`src/rtl/tt_um_ota_readout.sv`:
```
// OTA comparator readout: counts comparator ones over a selectable window after
// a settling period and reports a density-scaled 8-bit result.
module tt_um_ota_readout #(
  parameter int unsigned SETTLE_CYC = 4
) (
  input  logic       clk,
  input  logic       rst_n,
  input  logic       ena,
  input  logic [7:0] ui_in,
  output logic [7:0] uo_out,
  input  logic [7:0] uio_in,
  output logic [7:0] uio_out,
  output logic [7:0] uio_oe
);

  localparam int unsigned SW = $clog2(SETTLE_CYC + 2);
  localparam int unsigned CW = 8;

  localparam logic [1:0] ST_IDLE   = 2'd0;
  localparam logic [1:0] ST_SETTLE = 2'd1;
  localparam logic [1:0] ST_CONV   = 2'd2;
  localparam logic [1:0] ST_DONE   = 2'd3;

  logic [1:0]    state;
  logic [1:0]    state_nx;
  logic          cmp_s1;
  logic          cmp;
  logic          start_q;
  logic          start_prev;
  logic          sync_valid;
  logic          armed;
  logic          start_edge_c;
  logic [1:0]    sel_q;
  logic [SW-1:0] settle_cnt;
  logic [CW-1:0] conv_cnt;
  logic [CW-1:0] ones;
  logic [CW-1:0] ones_nx_c;
  logic [CW-1:0] conv_last_val_c;
  logic          settle_last_c;
  logic          conv_last_c;
  logic [8:0]    res9_c;
  logic [7:0]    result_c;
  logic [7:0]    result_q;
  logic          busy_q;
  logic          done_q;
  logic          fb_q;
  logic          unused_bits;

  // A start held through reset must be seen low once before an edge can count
  assign start_edge_c = start_q & ~start_prev & armed;

  // Window length minus one for the latched window select
  always_comb begin
    conv_last_val_c = 8'd15;
    case (sel_q)
      2'd0:    conv_last_val_c = 8'd15;
      2'd1:    conv_last_val_c = 8'd31;
      2'd2:    conv_last_val_c = 8'd63;
      default: conv_last_val_c = 8'd127;
    endcase
  end

  assign settle_last_c = (settle_cnt == SW'(SETTLE_CYC - 1));
  assign conv_last_c   = (conv_cnt == conv_last_val_c);

  // Count including the current cycle's comparator bit, scaled to full range
  always_comb begin
    ones_nx_c = ones;
    if (cmp && (ones != 8'hFF)) begin
      ones_nx_c = ones + 8'd1;
    end
    res9_c   = 9'(ones_nx_c) << (3'd4 - 3'(sel_q));
    result_c = res9_c[8] ? 8'hFF : res9_c[7:0];
  end

  // State register
  always_ff @(posedge clk or negedge rst_n) begin
    if (!rst_n) begin
      state <= ST_IDLE;
    end else begin
      state <= state_nx;
    end
  end

  // Next-state logic
  always_comb begin
    state_nx = state;
    case (state)
      ST_IDLE:   if (start_edge_c) state_nx = ST_SETTLE;
      ST_SETTLE: if (settle_last_c) state_nx = ST_CONV;
      ST_CONV:   if (conv_last_c) state_nx = ST_DONE;
      ST_DONE:   state_nx = ST_IDLE;
      default:   state_nx = ST_IDLE;
    endcase
    if (!ena) begin
      state_nx = ST_IDLE;
    end
  end

  // Input synchronizers and start edge history
  always_ff @(posedge clk or negedge rst_n) begin
    if (!rst_n) begin
      cmp_s1     <= 1'b0;
      cmp        <= 1'b0;
      start_q    <= 1'b0;
      start_prev <= 1'b0;
      sync_valid <= 1'b0;
      armed      <= 1'b0;
    end else begin
      cmp_s1     <= ui_in[0];
      cmp        <= cmp_s1;
      start_q    <= ui_in[1];
      start_prev <= start_q;
      sync_valid <= 1'b1;
      armed      <= armed | (sync_valid & ~start_q);
    end
  end

  // Conversion datapath
  always_ff @(posedge clk or negedge rst_n) begin
    if (!rst_n) begin
      sel_q      <= 2'd0;
      settle_cnt <= '0;
      conv_cnt   <= '0;
      ones       <= '0;
      result_q   <= '0;
    end else begin
      settle_cnt <= (state == ST_SETTLE) ? settle_cnt + SW'(1) : '0;
      conv_cnt   <= (state == ST_CONV) ? conv_cnt + 8'd1 : '0;
      if ((state == ST_IDLE) && (state_nx == ST_SETTLE)) begin
        sel_q <= ui_in[3:2];
        ones  <= '0;
      end
      if (state == ST_CONV) begin
        ones <= ones_nx_c;
      end
      if ((state == ST_CONV) && (state_nx == ST_DONE)) begin
        result_q <= result_c;
      end
    end
  end

  // Status outputs, cleared immediately by a dropped enable
  always_ff @(posedge clk or negedge rst_n) begin
    if (!rst_n) begin
      busy_q <= 1'b0;
      done_q <= 1'b0;
      fb_q   <= 1'b0;
    end else begin
      busy_q <= ena & ((state == ST_SETTLE) | (state == ST_CONV));
      done_q <= ena & (state == ST_DONE);
      fb_q   <= ena & (state == ST_CONV) & cmp;
    end
  end

  assign uo_out      = result_q;
  assign uio_out     = {5'b0, done_q, busy_q, fb_q};
  assign uio_oe      = 8'b0000_0111;
  assign unused_bits = ^{uio_in, ui_in[7:4]};

endmodule
```
`config.mk`:
```
export PLATFORM = sky130hd
export DESIGN_NAME = tt_um_ota_readout
export DESIGN_NICKNAME = d
export VERILOG_FILES = /design/src/rtl/tt_um_ota_readout.sv
export SDC_FILE = /design/constraint.sdc
export NUM_CORES = 1
export LEC_CHECK = 0
export CORE_ASPECT_RATIO = 0.5
export CORE_MARGIN = 2
export CORE_UTILIZATION = 28
export DETAILED_ROUTE_END_ITERATION = 10
export PLACE_DENSITY_LB_ADDON = 0.15
export RECOVER_POWER = 50
export SLEW_MARGIN = 20
export SYNTH_ARGS = -nofsm -noshare
export SYNTH_HDL_FRONTEND = slang
export SYNTH_SLANG_ARGS = --single-unit
```
`constraint.sdc`:
```
create_clock -name clk -period 3.46 [get_ports clk]
set_input_delay 0.692 -clock clk [delete_from_list [all_inputs] [get_ports clk]]
set_output_delay 0.692 -clock clk [all_outputs]
set_load 0.05 [all_outputs]
```
Word-level counts from Yosys, hierarchy flattened
Cells that the tools add are included.

Bits in registers: 40. Input bits: 19. Output and inout bits: 24.

Add/subtract/negate cells: 4. Equal/unequal tests: 10. Shift operators: 1. Mux-type cells: 12. Bitwise gates (word level): 11. Reductions and logical operators: 6.

Operators with widths (count): 8-bit 2-to-1 mux (5); 7-bit one-hot mux with 3 select lines (1); 8-bit by 1-bit adder with 8-bit output, second input constant (2); 8-bit by 3-bit << shifter with 9-bit output (1); 2-bit == test, second input constant (4); 8-bit == test (1); 2-bit 2-to-1 mux (4); 8-bit != test, second input constant (1); 2-bit one-hot mux with 4 select lines (1); 1-bit bitwise AND (7); 2-bit by 1-bit == test with 1-bit output, second input constant (3); 2-bit logical NOT (2); 3-bit by 1-bit adder with 3-bit output, second input constant (1); 3-bit by 2-bit == test with 1-bit output, second input constant (1); 1-bit logical AND (3); 3-bit 2-to-1 mux (1); 3-bit by 2-bit subtractor with 3-bit output, first input constant (1); 1-bit NOT (2); 1-bit OR (2); 2-bit nonzero test (1).

Logic depth before layout (Yosys ltp)
Depth after elaboration: 10. Depth in mapped cells: 10. Gate-level depth less buffers: 8.

Least setup slack after synthesis
OpenSTA, ideal clock, no wires.

Path kind: register to register. From: reg sel_q[0]. To: reg result_q[6] (netlist: uo_out[6]). Data arrival time: 2069 ps. Setup slack: 1267 ps. Cell stages (with the launch flop): 9. Cell sequence: dfrtp_1 inv_1 ha_1 inv_1 and2_1 a2111oi_2 a311oi_2 nor2b_1 o31a_1.

Longest elaborated chain between the ends: 8.

Ends and longest elaborated chain: from (decl) (line 33) `logic [1:0] sel_q;`; from (signal assigned) (line 131) `sel_q <= ui_in[3:2];`; 2-bit == test (tied with other cells) (line 55) `case (sel_q)`; 7-bit one-hot mux with 3 select lines (line 55); 8-bit == test (line 64) `assign conv_last_c = (conv_cnt == conv_last_val_c);`; 2-bit 2-to-1 mux (line 91) `ST_CONV: if (conv_last_c) state_nx = ST_DONE;`; 2-bit one-hot mux with 4 select lines (line 88) `case (state)`; 2-bit 2-to-1 mux (line 95) `if (!ena) begin`; 2-bit == test (line 137) `if ((state == ST_CONV) && (state_nx == ST_DONE)) begin`; 1-bit logical AND (line 137); to (signal assigned) (line 138) `result_q <= result_c;`; to (decl) (line 43) `logic [7:0] result_q;`.

Several ways; a longest one is shown, not always the timed one. A chain may end at the register's enable or synchronous reset.

Worst setup path in the final report
From: reg ones[0]. To: reg result_q[6] (netlist: uo_out[6]).

Longest elaborated chain between the ends: 5.

Ends and longest elaborated chain: from (decl) (line 36) `logic [CW-1:0] ones;`; from (signal assigned) (line 135) `ones <= ones_nx_c;`; parallel branches: the longest is 2 deep, another holds 8-bit by 1-bit adder with 8-bit output; 8-bit 2-to-1 mux (*) (line 69) `if (cmp && (ones != 8'hFF)) begin`; 8-bit by 3-bit << shifter with 9-bit output (*) (line 72) `res9_c = 9'(ones_nx_c) << (3'd4 - 3'(sel_q));`; 8-bit 2-to-1 mux (*) (line 73) `result_c = res9_c[8] ? 8'hFF : res9_c[7:0];`.

Mark *: on every way between the ends.

==> results list <==
* Outcome: complete, but fails checks
- Violated checks: max-capacitance violations, max-slew violations
* Drt via density: 4.70
- Initial DRC Count: 189
* Startpoint-to-endpoint class of the critical path: register to register
- Count of buffers from port buffering: 17
* Area share of the leading cell type in the synthesized netlist: 40.9%
- Cell leakage power: 0.00118 uW
- FP Rows: 24
* Setup violation total in the final timing report: 0
* Post-route antenna net violation count: 0
* Worst-path cell with the longest stage delay: sky130_fd_sc_hd__a311oi_2
* GRT overflow: 0
* Die Area: 9550 um2
* Initial antenna violation count: 0
- Syn Inst Count: 246
* Library cell with the highest instance count after synthesis: sky130_fd_sc_hd__dfrtp_1
- Tightest Hold Check Type: register to register
- Minimum period implied by the final worst setup slack: 2.49 ns
- By count the netlist is led by sky130_fd_sc_hd__dfrtp_1 (40), sky130_fd_sc_hd__nand2_1 (28), sky130_fd_sc_hd__buf_4 (17), sky130_fd_sc_hd__ha_1 (12), sky130_fd_sc_hd__inv_1 (12).
* First-pass GRT wire length: 8.72 mm
- The number of different library cells used by synthesis comes to 60.
* Data required time at the worst endpoint: 3.63 ns
- CP Capture Type: register
- Dpl cells: 371
- Maximum number of pins on one net before global-route repair: 41
* Combined area of the multi-input logic cells: 1290 um2
- The cell area that synthesis handed to floorplanning was 2450 um2.
* Worst path arrival time: 2.65 ns
- Detailed routing placed a total of 2.30 mm of wire on met2.
* Routability Congestion: 0.803
* Worst rel slew slack: -49.3%
- The worst path uses 71.8% of the clock period.
- The layout has 883 filler cells.
- From left edge to right edge, the die measures 136 um.
* Worst path top cell family by delay: compound AO/OA/AOI/OAI gates
- The number of hold-slack violations in the final timing report is 0.
* Number of hold buffers added after cts: 0
* Worst flop-to-flop path startpoint: ones[0]
- Once the floorplan was initialized, standard cells occupied 28.5% of the core.
- Routed length on met1: 2.43 mm
- TritonCTS built the clock tree.
- Final nets: 292
* Cell types occupying the most area after synthesis: sky130_fd_sc_hd__dfrtp_1 (41%), sky130_fd_sc_hd__ha_1 (6.1%), sky130_fd_sc_hd__buf_4 (5.2%)
- The most critical setup path has its startpoint at ones[0].
- In the global route stage, overall resource usage came out at 11.6%.
- The worst-case IR drop observed on VDD is 0.000216 V.
- Mean cell area of the mapped netlist: 9.95 um2
* Clock network latency to the later pin of the worst-skew pair: 0.28 ns
- Length of the first detailed-routing pass in iterations: 4
* CP Launch Type: register
* Sink Count: 40
- Clock skew: 0.00196 ns
- P&R area growth vs syn: 14.2%
- Async set-reset flop share out of synthesis: 100%
- Yosys reg bits: 40
- The number of global-route vias before repair was 1809.
* Logic depth of the worst path, buffers included: 7
- Highest routed metal layer: met4
- The tree is rooted in a sky130_fd_sc_hd__clkbuf_16.
- Summed negative setup slack over all endpoints: 0 ns
* I/O pin count: 43
- Max H-tree Level: 2
- Setup repair after global routing left no endpoint under its margin.
- The worst path meets setup with 0.975 ns of slack.
* Ant. Diodes: 0
- Detailed routing placed a total of 215 um of wire on met3.
- Cell area power density: 710 nW/um2
- Clock transition at the registers of the reported paths: 0.06 ns
- Fraction of the yosys area taken by sequential cells: 40.9%
* Area inside the core boundary: 8590 um2
- Biggest area consumer among synthesized cells: sky130_fd_sc_hd__dfrtp_1
* Least-Margin Pin Slew: 2.24 ns
- The number of buffers and inverters on the critical path is 0.
* Maxcap violations: 1
- Cells with a size suffix above 1 make up 10.3% of the layout.
* Maximum cell stage delay along the critical path: 0.48 ns
- Across the whole layout, storage elements account for 1000 um2.
* Synth warnings: 0
* Max-slew violation count: 41
* Flip-flop cell with the highest count after synthesis: sky130_fd_sc_hd__dfrtp_1
- In the final routed layout, each cell accounts on average for 13.3 um.
* Worst path cell trace: ha_1, and4_1, a41oi_1, nand3b_1, a311oi_2, nor2b_1, o31a_1
- DRC: 0
- The tightest hold path in the finished design has a slack of 0.346 ns.
* Post-Place Worst Slack: 0.797 ns
- Die outline height: 70.1 um
- Overall via count from detail_route: 1775
- Post-CTS repair changed the size of 0 cells.
- Following the worst setup path forward leads to its endpoint at uo_out[6].
- Critical-path maximum fanout: 7
* Flop2flop setup slack: 0.97 ns
- Achievable Freq: 402 MHz
* Post-Layout Cell Count: 378
- Maximum buffer depth of the clock tree: 2
* Buffer count from post-CTS setup fixing: 0
- RR Endpoint: uo_out[6]
- Worst r2r path cells: 7
* Total detailed-routing wirelength: 5.01 mm
* TritonCTS buffer count: 5
* Number of flops mapped to enable cells by yosys: 0
- Dpl hpwl: 3.61 mm
==> state kept, by name, summed over array words and instances, names as in the netlist <==
| signal | count |
|---|---|
| settle_cnt | 3 |
| cmp_s1 | 1 |
| start_prev | 1 |
| sel_q | 2 |
| armed | 1 |
| uo_out | 8 |
| state | 2 |
| cmp | 1 |
| busy_q | 1 |
| start_q | 1 |
| fb_q | 1 |
| sync_valid | 1 |
| conv_cnt | 8 |
| ones | 8 |
| done_q | 1 |
==> metal layers <==
layer / global-route usage (%) / vias up
li1: - / 875
met1: 15.2 / 851
met2: 18.9 / 42
met3: 2.61 / 7
met4: 3.82 / 0
met5: 0 / -
==> stage by stage <==
step / utilization, % / total power, uW / cell area, um2
after floorplan: - / 1330 / 2490
after global routing: 32.5 / 2130 / 2800
final: 32.5 / 1990 / 2800
after detailed placement: 31.0 / 1550 / 2660
after global placement: 31.0 / 1550 / 2660
after CTS: 32.6 / 2010 / 2800
==> power by group <==
part	leakage [uW]	switching (uW)	internal, uW
combinational	0.000583	591	343
sequential	0.000528	60.9	543
clock	0.0000657	185	262
==> logic make-up after synthesis <==
group,after synthesis,share of synthesized area (%)
AOI/OAI and AO/OA,55,16.9
xor gates and xnor gates,7,2.51
adders and majority gates,12,6.13
buffers and inverters,35,8.38
DFF,40,40.9
muxes,12,6.34
other,2,0.307
and+or+nand+nor,83,18.5
==> worst register-to-register path, stage by stage, from the launching register on <==
cell,delay [ns]
sky130_fd_sc_hd__dfrtp_1,0.42
sky130_fd_sc_hd__ha_1,0.31
sky130_fd_sc_hd__and4_1,0.24
sky130_fd_sc_hd__a41oi_1,0.30
sky130_fd_sc_hd__nand3b_1,0.20
sky130_fd_sc_hd__a311oi_2,0.48
sky130_fd_sc_hd__nor2b_1,0.11
sky130_fd_sc_hd__o31a_1,0.30
==> placed cells by master, fill, tap and decap left out, types with 6 or more instances in the layout <==
| master | netlist | routed |
|---|---|---|
| sky130_fd_sc_hd__nor2b_1 | 6 | 6 |
| sky130_fd_sc_hd__mux2i_1 | 7 | 7 |
| sky130_fd_sc_hd__dfrtp_1 | 40 | 40 |
| sky130_fd_sc_hd__nand3_1 | 6 | 6 |
| sky130_fd_sc_hd__o21ai_0 | 10 | 10 |
| sky130_fd_sc_hd__nand2_1 | 28 | 28 |
| sky130_fd_sc_hd__inv_1 | 12 | 12 |
| sky130_fd_sc_hd__clkdlybuf4s50_1 | 0 | 13 |
| sky130_fd_sc_hd__conb_1 | 2 | 14 |
| sky130_fd_sc_hd__nor2_1 | 8 | 8 |
| sky130_fd_sc_hd__a21oi_1 | 6 | 6 |
| sky130_fd_sc_hd__ha_1 | 12 | 12 |
| sky130_fd_sc_hd__and2_1 | 10 | 7 |
==> area by class of cell <==
cell class / count / area share, %
clock buffer: 5 / 4.48
inverter: 12 / 1.61
timing repair buffer: 19 / 6.40
multi-input combinational: 183 / 46.0
sequential: 40 / 35.8
tap: 117 / 5.24
clock inverter: 2 / 0.448
==> worst min-delay path by stage <==
stage / depth (start not counted) / start / endpoint
floorplan: 0 / cmp_s1 / cmp
global placement: 0 / cmp_s1 / cmp
CTS: 0 / cmp_s1 / cmp
global route: 0 / cmp_s1 / cmp
finish: 0 / cmp_s1 / cmp
detailed placement: 0 / cmp_s1 / cmp
(Power assumes the default switching activity.)
